==> config.mk <==
export PLATFORM = sky130hd
export DESIGN_NAME = instruction_fetch_unit_flat
export DESIGN_NICKNAME = d
export VERILOG_FILES = /design/src/rtl/fetch_pkg.sv /design/src/rtl/instruction_fetch_unit_if.sv /design/src/rtl/fetch_fifo.sv /design/src/rtl/instruction_fetch_unit.sv /design/src/flat_wrapper.sv
export SDC_FILE = /design/constraint.sdc
export NUM_CORES = 1
export LEC_CHECK = 0
export BUFFER_PORTS_ARGS = -buffer_cell sky130_fd_sc_hd__buf_2
export CORE_MARGIN = 2
export CORE_UTILIZATION = 40
export DETAILED_ROUTE_END_ITERATION = 6
export PLACE_DENSITY = 0.75
export RECOVER_POWER = 50
export SKIP_LAST_GASP = 1
export SYNTH_ARGS = -nofsm -noshare
export SYNTH_HDL_FRONTEND = slang
export SYNTH_SLANG_ARGS = --single-unit
==> constraint.sdc <==
create_clock -name clk -period 15.8 [get_ports clk]
set_input_delay 3.16 -clock clk [delete_from_list [all_inputs] [get_ports clk]]
set_output_delay 3.16 -clock clk [all_outputs]
set_load 0.005 [all_outputs]
==> src/rtl/fetch_pkg.sv <==
// Shared types and constants for the instruction fetch unit.
package fetch_pkg;

    typedef enum logic [1:0] {
        ST_RUN,
        ST_DRAIN,
        ST_HALT
    } fetch_state_t;

    localparam logic [31:0] PC_STEP   = 32'd4;
    localparam logic [31:0] STOP_WORD = 32'h0;

    typedef struct packed {
        logic [31:0] pc;
        logic [31:0] instr;
    } fetch_entry_t;

    function automatic logic [31:0] align_word(input logic [31:0] addr);
        return {addr[31:2], 2'b00};
    endfunction

endpackage

==> src/rtl/instruction_fetch_unit_if.sv <==
// Memory, redirect and decode-side signals of the instruction fetch unit.
interface instruction_fetch_unit_if;

    logic [31:0] imem_addr;
    logic [31:0] imem_instr;
    logic        redirect_valid;
    logic [31:0] redirect_target;
    logic        out_valid;
    logic        out_ready;
    logic [31:0] out_instr;
    logic [31:0] out_pc;
    logic        halted;
    logic        misaligned;

    modport master (
        output imem_addr,
        input  imem_instr,
        input  redirect_valid,
        input  redirect_target,
        output out_valid,
        input  out_ready,
        output out_instr,
        output out_pc,
        output halted,
        output misaligned
    );

    modport slave (
        input  imem_addr,
        output imem_instr,
        output redirect_valid,
        output redirect_target,
        input  out_valid,
        output out_ready,
        input  out_instr,
        input  out_pc,
        input  halted,
        input  misaligned
    );

endinterface

==> src/rtl/fetch_fifo.sv <==
// Synchronous FIFO of {pc, instr} entries with flush; flush wins over push/pop.
module fetch_fifo
    import fetch_pkg::*;
#(
    parameter int unsigned DEPTH = 2,
    localparam int unsigned AW = $clog2(DEPTH),
    localparam int unsigned CW = $clog2(DEPTH + 1)
) (
    input  logic         clk,
    input  logic         reset,
    input  logic         push,
    input  logic         pop,
    input  logic         flush,
    input  fetch_entry_t wdata,
    output fetch_entry_t rdata,
    output logic         full,
    output logic         empty,
    output logic [CW-1:0] count
);

    fetch_entry_t  mem [DEPTH];
    logic [AW-1:0] rd_ptr;
    logic [AW-1:0] wr_ptr;
    logic          do_push;
    logic          do_pop;

    assign full    = (count == CW'(DEPTH));
    assign empty   = (count == '0);
    assign do_pop  = pop && !empty;
    assign do_push = push && (!full || do_pop);
    assign rdata   = mem[rd_ptr];

    always_ff @(posedge clk) begin
        if (reset || flush) begin
            rd_ptr <= '0;
            wr_ptr <= '0;
            count  <= '0;
        end else begin
            if (do_push) wr_ptr <= wr_ptr + AW'(1);
            if (do_pop)  rd_ptr <= rd_ptr + AW'(1);
            case ({do_push, do_pop})
                2'b10:   count <= count + CW'(1);
                2'b01:   count <= count - CW'(1);
                default: count <= count;
            endcase
        end
    end

    // Storage needs no reset; entries are only visible through count.
    always_ff @(posedge clk) begin
        if (do_push && !flush && !reset) mem[wr_ptr] <= wdata;
    end

endmodule

==> src/rtl/instruction_fetch_unit.sv <==
// Fetch PC, stop/redirect control and decode-side output of the instruction FIFO.
module instruction_fetch_unit
    import fetch_pkg::*;
#(
    parameter logic [31:0] RESET_PC   = 32'h0,
    parameter int unsigned BUF_DEPTH  = 2,
    parameter int unsigned IMEM_WORDS = 256
) (
    input logic                       clk,
    input logic                       reset,
    instruction_fetch_unit_if.master  bus
);

    localparam int unsigned CW       = $clog2(BUF_DEPTH + 1);
    localparam logic [31:0] PC_LIMIT = 32'(IMEM_WORDS * 4);

    fetch_state_t  state;
    fetch_state_t  state_next;
    logic [31:0]   fetch_pc;
    logic [31:0]   pc_next;
    logic          push;
    logic          pop;
    logic          flush;
    logic          full;
    logic          empty;
    logic [CW-1:0] count;
    logic [CW-1:0] count_after_pop;
    logic          stop_seen;
    logic          misaligned_r;
    fetch_entry_t  head;
    fetch_entry_t  new_entry;

    assign pop             = !empty && bus.out_ready;
    assign count_after_pop = count - CW'(pop);
    assign stop_seen       = (bus.imem_instr == STOP_WORD) || (fetch_pc >= PC_LIMIT);
    assign new_entry       = '{pc: fetch_pc, instr: bus.imem_instr};

    fetch_fifo #(.DEPTH(BUF_DEPTH)) u_fifo (
        .clk   (clk),
        .reset (reset),
        .push  (push),
        .pop   (pop),
        .flush (flush),
        .wdata (new_entry),
        .rdata (head),
        .full  (full),
        .empty (empty),
        .count (count)
    );

    // Redirect overrides everything; a same-cycle pop still completes before the flush.
    always_comb begin
        state_next = state;
        pc_next    = fetch_pc;
        push       = 1'b0;
        flush      = 1'b0;
        if (bus.redirect_valid) begin
            flush      = 1'b1;
            pc_next    = align_word(bus.redirect_target);
            state_next = ST_RUN;
        end else begin
            case (state)
                ST_RUN: begin
                    if (stop_seen) begin
                        state_next = (count_after_pop != '0) ? ST_DRAIN : ST_HALT;
                    end else if (!full || pop) begin
                        push    = 1'b1;
                        pc_next = fetch_pc + PC_STEP;
                    end
                end
                ST_DRAIN: begin
                    if (count_after_pop == '0) state_next = ST_HALT;
                end
                default: state_next = state;
            endcase
        end
    end

    always_ff @(posedge clk) begin
        if (reset) begin
            state        <= ST_RUN;
            fetch_pc     <= RESET_PC;
            misaligned_r <= 1'b0;
        end else begin
            state    <= state_next;
            fetch_pc <= pc_next;
            if (bus.redirect_valid && (bus.redirect_target[1:0] != 2'b00))
                misaligned_r <= 1'b1;
        end
    end

    assign bus.imem_addr  = fetch_pc;
    assign bus.out_valid  = !empty;
    assign bus.out_instr  = empty ? 32'h0 : head.instr;
    assign bus.out_pc     = empty ? 32'h0 : head.pc;
    assign bus.halted     = (state == ST_HALT);
    assign bus.misaligned = misaligned_r;

endmodule

==> src/flat_wrapper.sv <==
// flat-port wrapper written by rule: the top's interface ports become plain ports
module instruction_fetch_unit_flat import fetch_pkg::*;
#(
    parameter logic [31:0] RESET_PC   = 32'h0,
    parameter int unsigned BUF_DEPTH  = 2,
    parameter int unsigned IMEM_WORDS = 256
)
  (clk, reset, bus_imem_addr, bus_imem_instr, bus_redirect_valid, bus_redirect_target, bus_out_valid, bus_out_ready, bus_out_instr, bus_out_pc, bus_halted, bus_misaligned);
  instruction_fetch_unit_if bus_i ();
  input logic clk;
  input logic reset;
  output wire logic [$bits(bus_i.imem_addr)-1:0] bus_imem_addr;
  input wire logic [$bits(bus_i.imem_instr)-1:0] bus_imem_instr;
  input wire logic [$bits(bus_i.redirect_valid)-1:0] bus_redirect_valid;
  input wire logic [$bits(bus_i.redirect_target)-1:0] bus_redirect_target;
  output wire logic [$bits(bus_i.out_valid)-1:0] bus_out_valid;
  input wire logic [$bits(bus_i.out_ready)-1:0] bus_out_ready;
  output wire logic [$bits(bus_i.out_instr)-1:0] bus_out_instr;
  output wire logic [$bits(bus_i.out_pc)-1:0] bus_out_pc;
  output wire logic [$bits(bus_i.halted)-1:0] bus_halted;
  output wire logic [$bits(bus_i.misaligned)-1:0] bus_misaligned;
  assign bus_imem_addr = bus_i.imem_addr;
  assign bus_i.imem_instr = bus_imem_instr;
  assign bus_i.redirect_valid = bus_redirect_valid;
  assign bus_i.redirect_target = bus_redirect_target;
  assign bus_out_valid = bus_i.out_valid;
  assign bus_i.out_ready = bus_out_ready;
  assign bus_out_instr = bus_i.out_instr;
  assign bus_out_pc = bus_i.out_pc;
  assign bus_halted = bus_i.halted;
  assign bus_misaligned = bus_i.misaligned;
  instruction_fetch_unit #(.RESET_PC(RESET_PC), .BUF_DEPTH(BUF_DEPTH), .IMEM_WORDS(IMEM_WORDS)) u_core (.clk(clk), .reset(reset), .bus(bus_i));
endmodule
==> results.py, run 1 <==
metrics = {
    "floorplan": {
        "io_pins": 167,
        "die_h_um": 131,
        "die_w_um": 131,
        "initial_utilization": 0.409,
        "core_area_um2": 15900,
        "rows": 46,
        "fp.dieArea_um2": 17300,
    },
    "run_status": {
        "status": "complete, but fails checks",
        "violations": "max-capacitance violations, max-slew violations",
    },
    "final_layout": {
        "diodes": 0,
        "final_common_cell": "edfxtp_1",
        "area_delta_synth_final_pct": 24.0,
        "drive_above_1_share": 0.248,
        "final_nets": 704,
        "layout_common_cells": "edfxtp_1 (124), buf_2 (113), nor2_1 (96), mux2i_1 (87), clkbuf_1 (50)",
    },
    "grt": {
        "grt_pass1_vias": 4494,
        "grtUsageMet1": 0.209,
        "overflow": 0,
        "top_usage_layer": "met2",
        "grtUsageMet2": 0.285,
        "antenna_found_initial": 0,
        "grt_use_total": 0.166,
        "globalRouteMet3Util": 0.0417,
        "grt_max_degree": 65,
        "grt_pass1_wl_um": 22800,
    },
    "clock_tree": {
        "hold_buffers": 0,
        "postCtsSetupRepairBufs": 0,
        "cts.root.buffer_cell": "clkbuf_16",
        "cts_tree": "done",
        "clk_path_buf_depth": 2,
        "cts_sinks": 162,
        "ctsResizeCount": 0,
        "clk_latency_ns": 0.41,
        "htreeDepth": 4,
        "cts_made_buffers": 17,
        "clk_pin_slew_ns": 0.06,
    },
    "sta": {
        "final_max_slew_viol_count": 40,
        "finalCritPeriodShare": 0.383,
        "fin_crit_ns": 6.05,
        "slew-limit-headroom": -0.552,
        "final.setup.tns_ns": 0,
        "finClkSkew_ns": 0.0122,
        "tightest_slew_ns": 2.33,
        "setup_violations": 0,
        "grt_setup_unrepaired": "false",
        "holdWs_ns": 0.454,
        "hold_violations": 0,
        "fmax_mhz": 165,
    },
    "route": {
        "postRouteAntennaNets": 0,
        "vias": 4221,
        "drc": 0,
        "wl_per_cell_um": 16.2,
        "drt_wl_total_um": 14000,
        "drt-pass1-iter-count": 4,
        "drtIter0Drc": 197,
        "viasPerCell": 4.90,
    },
    "logic_synthesis": {
        "synth_seq_cells": 162,
        "syn_inst": 470,
        "seq_area_frac_synth": 0.690,
        "ys_warn_count": 0,
        "yosysUniqueCellTypes": 37,
        "avgSynthCellArea_um2": 13.8,
        "syn_area_um2": 6500,
    },
    "placed_design": {
        "gp_congestion": 0.731,
        "io_buffers": 162,
        "hpwl_um": 9340,
    },
    "hold_path": {
        "hp-class": "reg -> reg",
    },
    "pwr": {
        "ir_worst_vdd_v": 0.0000673,
        "p_leak_nw": 3.00,
        "cellPowerDensity_nw_per_um2": 112,
    },
    "critical_path": {
        "worst-path-max-fanout": 39,
        "startpoint_type": "primary input",
        "crit_required_ns": 16.12,
        "critPathCaptureType": "register",
        "worst-setup-path-type": "in -> reg",
        "crit_arrival_ns": 6.37,
    },
    "run": {
        "cap_violations": 1,
    },
}
worst paths after layout:
path	start	endpoint	slack, ns	depth (start not counted)
max	bus_redirect_valid	u_core.u_fifo.count[1]	9.75	6
min reg2reg	u_core.bus.misaligned	u_core.bus.misaligned	0.45	2
max reg2reg	u_core.bus.imem_addr[22]	u_core.u_fifo.mem[1][36]	13.07	5
min	u_core.bus.misaligned	u_core.bus.misaligned	0.45	2
state kept, by name, summed over array words and instances (netlist names), named ones only:
signal / count
u_core.u_fifo.count: 2
u_core.u_fifo.rd_ptr: 1
u_core.bus.imem_addr: 30
u_core.state: 2
u_core.bus.misaligned: 1
u_core.u_fifo.wr_ptr: 1
u_core.u_fifo.mem: 124
final cells by class:
cell class / instances / area [µm²]
fill: 1428 / 7830
sequential: 162 / 4490
multi-input combinational: 272 / 1880
timing repair buffer: 167 / 787
clock buffer: 22 / 507
tap: 216 / 270
clock inverter: 10 / 72.6
inverter: 13 / 48.8
cells in the mapped netlist:
master / count / area [µm²]
or2_2: 1 / 6.26
nor3_1: 3 / 15.0
nor4_1: 17 / 106
o2111ai_4: 2 / 52.6
o31a_1: 1 / 8.76
nor2_1: 97 / 364
buf_1: 1 / 3.75
and4_1: 1 / 8.76
clkbuf_1: 21 / 78.8
dfxtp_1: 38 / 761
a21boi_0: 1 / 7.51
nand2_1: 9 / 33.8
or3_1: 4 / 25.0
xnor2_1: 4 / 35.0
or4_4: 2 / 22.5
edfxtp_1: 124 / 3720
mux2i_1: 87 / 871
a211oi_2: 1 / 12.5
a211oi_1: 1 / 7.51
nand2b_1: 1 / 6.26
or3b_2: 1 / 8.76
nand3_1: 3 / 15.0
inv_1: 13 / 48.8
o21bai_1: 2 / 15.0
a311oi_1: 2 / 17.5
buf_4: 4 / 30.0
ha_1: 3 / 37.5
nand4_1: 2 / 12.5
nor2_8: 1 / 20.0
nor3b_1: 4 / 30.0
mux2_2: 1 / 11.3
conb_1: 1 / 3.75
and3_1: 1 / 6.26
o21ai_0: 4 / 20.0
xor2_1: 1 / 8.76
a21oi_1: 8 / 40.0
o211ai_1: 3 / 22.5
report_power, final:
part | internal (mW) | leakage, nW | switching [mW]
Clock | 0.228 | 0.269 | 0.159
Sequential | 0.464 | 1.43 | 0.00797
Combinational | 0.0175 | 1.30 | 0.0218
Total | 0.710 | 3.00 | 0.189
worst max-delay path: stages:
cell and delay (ns):
clkbuf_1 1.63, inv_1 0.55, nand2b_1 0.23, ha_1 0.28, or3_1 0.38, a21oi_1 0.15
cells by family (layout without fill, tap and decap cells):
group,after synthesis,count (layout),share of synthesized area
compound gates,25,25,0.0314
buf+inv,39,212,0.0248
simple gates,147,147,0.105
flops,162,162,0.690
xor+xnor,5,5,0.00674
mux,88,88,0.136
fa+ha+maj,3,3,0.00578
other cells,1,4,0.000577
stage by stage:
step	instances	utilization	total power, mW	cell area, µm²	setup WS (ns)
2_1_floorplan	473	-	0.500	6510	7.21
3_3_place_gp	830	0.474	0.520	7540	10.23
3_5_place_dp	830	0.474	0.522	7540	10.17
4_1_cts	862	0.511	0.909	8120	10.53
5_1_grt	862	0.507	0.933	8050	9.45
6_report	862	0.507	0.899	8050	9.75
layer usage:
layer | up-vias | routed length (µm)
li1 | 2040 | -
met1 | 2037 | 6220
met4 | 0 | 63
met3 | 10 | 699
met5 | - | 0
met2 | 134 | 7010
Note: power is estimated with default switching activity, not from simulation.
==> run 2, diff against run 1 <==
--- a/config.mk
+++ b/config.mk
@@ -5,11 +5,12 @@
 export SDC_FILE = /design/constraint.sdc
 export NUM_CORES = 1
 export LEC_CHECK = 0
+export ABC_AREA = 1
 export BUFFER_PORTS_ARGS = -buffer_cell sky130_fd_sc_hd__buf_2
 export CORE_MARGIN = 2
 export CORE_UTILIZATION = 40
 export DETAILED_ROUTE_END_ITERATION = 6
-export PLACE_DENSITY = 0.75
+export PLACE_DENSITY = 0.77
 export RECOVER_POWER = 50
 export SKIP_LAST_GASP = 1
 export SYNTH_ARGS = -nofsm -noshare
==> constraint.sdc (replaced) <==
create_clock -name clk -period 5.1 [get_ports clk]
set_input_delay 1.02 -clock clk [delete_from_list [all_inputs] [get_ports clk]]
set_output_delay 1.02 -clock clk [all_outputs]
set_load 0.005 [all_outputs]
==> run 2 against run 1 <==
The flow still finishes with violations (max-capacitance violations, max-slew violations). Clock power rose to 3.4 times the previous value. Worst hold slack got worse by 0.011 ns. Design area rose by 0.84%.
==> results.py, run 2 <==
metrics = {
    "critical_path": {
        "worst-path-max-fanout": 39,
        "r2r-start": "u_core.bus.imem_addr[10]",
        "crit_arrival_ns": 3.86,
        "startpoint_type": "primary input",
        "critPathCaptureType": "register",
        "critPathLaunch": "bus_redirect_valid",
        "critPathMaxStageDelay_ns": 1.15,
        "cp_top_family": "buffers and inverters",
        "worst-setup-path-type": "in -> reg",
        "worst_path_max_delay_cell": "clkbuf_1",
        "cp.buffers_inverters": 3,
        "worstRegToRegCells": 8,
        "critical_path_depth": 6,
        "crit_chain": "clkbuf_1, clkinv_1, clkbuf_1, nand2_1, nand2_1, a21oi_1",
        "crit_required_ns": 5.44,
    },
    "grt": {
        "antenna_found_initial": 0,
        "grt_pass1_wl_um": 23400,
        "grt_use_total": 0.173,
        "grt_pass1_vias": 4726,
        "grtUsageMet1": 0.210,
        "globalRouteMet3Util": 0.0504,
        "grt_max_degree": 63,
        "overflow": 0,
        "grtUsageMet2": 0.294,
        "top_usage_layer": "met2",
    },
    "final_layout": {
        "drive_above_1_share": 0.205,
        "layout_common_cells": "nand2_1 (190), edfxtp_1 (124), buf_2 (120), a21oi_1 (99), clkbuf_1 (44)",
        "area_delta_synth_final_pct": 23.7,
        "largest_reg_flops": 124,
        "final_common_cell": "nand2_1",
        "fillers": 1484,
        "largest-register": "u_core.u_fifo.mem",
        "final_nets": 853,
        "fin_util": 0.509,
        "diodes": 0,
        "fin_area_um2": 8120,
    },
    "clock_tree": {
        "clk_path_buf_depth": 2,
        "cts_made_buffers": 17,
        "cts.root.buffer_cell": "clkbuf_16",
        "ctsResizeCount": 0,
        "clk_pin_slew_ns": 0.06,
        "cts_sinks": 162,
        "htreeDepth": 4,
        "postCtsSetupRepairBufs": 0,
        "clk_latency_ns": 0.43,
        "cts_tree": "done",
        "hold_buffers": 0,
    },
    "pwr": {
        "comb_power_share": 0.041,
        "ir_worst_vdd_v": 0.000218,
        "power_mw": 2.91,
        "pwr-share-clk": 0.457,
        "seqPwrFrac": 0.502,
        "cellPowerDensity_nw_per_um2": 358,
        "p_int_mw": 2.31,
        "p_sw_frac": 0.204,
        "p_leak_nw": 3.30,
        "power_switching_uw": 594,
    },
    "floorplan": {
        "initial_utilization": 0.412,
        "core_area_um2": 15900,
        "rows": 46,
        "die_w_um": 132,
        "io_pins": 167,
        "fp.dieArea_um2": 17500,
        "die_h_um": 132,
    },
    "logic_synthesis": {
        "synthFlopType": "edfxtp_1",
        "syn_inst": 627,
        "syn_area_um2": 6570,
        "yosys.area_share.adder": 0.00572,
        "synth_top_family_by_area": "simple AND/OR/NAND/NOR gates",
        "synth.area.mux_share": 0.00152,
        "seq_area_frac_synth": 0.683,
        "yosysUniqueCellTypes": 28,
        "yosys-top-cells-area": "edfxtp_1 (57%), dfxtp_1 (12%), nand2_1 (11%), a21oi_1 (7.5%), nand3_1 (2.7%)",
        "avgSynthCellArea_um2": 10.5,
        "synth-edff-count": 124,
        "synth.most_common_cell": "nand2_1",
        "synth_seq_cells": 162,
        "synth_top_cell_by_area": "edfxtp_1",
        "ys_top_cells_by_count": "nand2_1 (189), edfxtp_1 (124), a21oi_1 (99)",
        "yosys.area_share.simple": 0.174,
        "ys_warn_count": 0,
        "synth_compound_area_frac": 0.0831,
        "synth-xor-area-share": 0.00800,
        "async_reset_ff_frac": 0,
        "synth_top_cell_area_share": 0.567,
    },
    "sta": {
        "setup_violations": 0,
        "hold_violations": 0,
        "grt_setup_unrepaired": "false",
        "finalCritPeriodShare": 0.691,
        "fin_crit_ns": 3.52,
        "holdWs_ns": 0.443,
        "finClkSkew_ns": 0.0159,
        "fmax_mhz": 284,
        "tightest_slew_ns": 1.62,
        "final_max_slew_viol_count": 40,
        "slew-limit-headroom": -0.0792,
        "final.setup.tns_ns": 0,
    },
    "route": {
        "vias": 4909,
        "drt_wl_total_um": 14800,
        "viasPerCell": 4.86,
        "drt-pass1-iter-count": 4,
        "drtIter0Drc": 284,
        "postRouteAntennaNets": 0,
        "drc": 0,
        "wl_per_cell_um": 14.7,
    },
    "run_status": {
        "violations": "max-capacitance violations, max-slew violations",
        "status": "complete, but fails checks",
    },
    "run": {
        "cap_violations": 1,
    },
    "placed_design": {
        "gp_congestion": 0.788,
        "hpwl_um": 9330,
        "placed_cell_area_um2": 7550,
        "io_buffers": 162,
    },
    "hold_path": {
        "hp-start": "u_core.u_fifo.rd_ptr",
        "whs_path_depth": 1,
        "hp-class": "reg -> reg",
    },
}
[run 2: cell count changes after synthesis, sizes merged, moves of 6 or more]
cell    delta
nor4      -17
nand2    +181
nor2      -57
mux2i     -86
inv       +17
clkbuf     +6
a21oi     +91
nand3     +33
o21ai      +6
[run 2: worst paths after layout]
| check | to | slack, ns |
|---|---|---|
| worst min-delay path | register | 0.44 |
| worst min register to register | register | 0.44 |
| worst max-delay path | u_core.bus.imem_addr[5] | 1.58 |
| worst max register to register | u_core.u_fifo.mem[0][13] | 2.61 |
[run 2: worst register-to-register path, cell delays in order, from the launching register on]
cell and delay [ns]:
dfxtp_1 0.38, nor2_1 0.14, nand2_1 0.08, nor2_1 0.10, nand2_1 0.09, nor2_4 0.13, nand3_4 0.34, nor3_2 0.26
buf_4 0.57
[run 2: cells by family (layout without fill, tap and decap cells)]
kind of cell               after synthesis  after routing
and+or+nand+nor                        278            278
buffers and inverters                   67            232
other                                    1              4
DFF                                    162            162
adders and majority gates                3              3
xor gates and xnor gates                 6              6
AOI/OAI and AO/OA                      109            109
muxes                                    1              1
[run 2: final cells by class]
| class | count | area (µm²) | area share |
|---|---|---|---|
| clock buffer | 20 | 479 | 0.0590 |
| clock inverter | 12 | 151 | 0.0186 |
| inverter | 31 | 116 | 0.0143 |
| multi-input combinational | 401 | 1810 | 0.223 |
| sequential | 162 | 4490 | 0.552 |
| tap | 216 | 270 | 0.0333 |
| timing repair buffer | 169 | 807 | 0.0994 |
[run 2: per-stage QoR]
step                      setup WS (ns)  cells
after floorplan                   -1.35    630
after global placement             1.93    979
after detailed placement           1.88    979
after CTS                          1.71   1011
after global routing               1.21   1011
final                              1.58   1011
[run 2: metal layers]
metal,up-vias,part of all wire
li1,2437,-
met1,2322,0.42
met2,136,0.51
met3,14,0.057
met4,0,0.010
met5,-,0
[run 2: power groups by stage]
stage               logic [mW]  clock network, mW  registers (mW)
floorplan               0.0643                  0            1.48
global placement         0.120                  0            1.49
detailed placement       0.123                  0            1.49
CTS                      0.124               1.36            1.46
global route             0.134               1.41            1.46
finish                   0.118               1.33            1.46
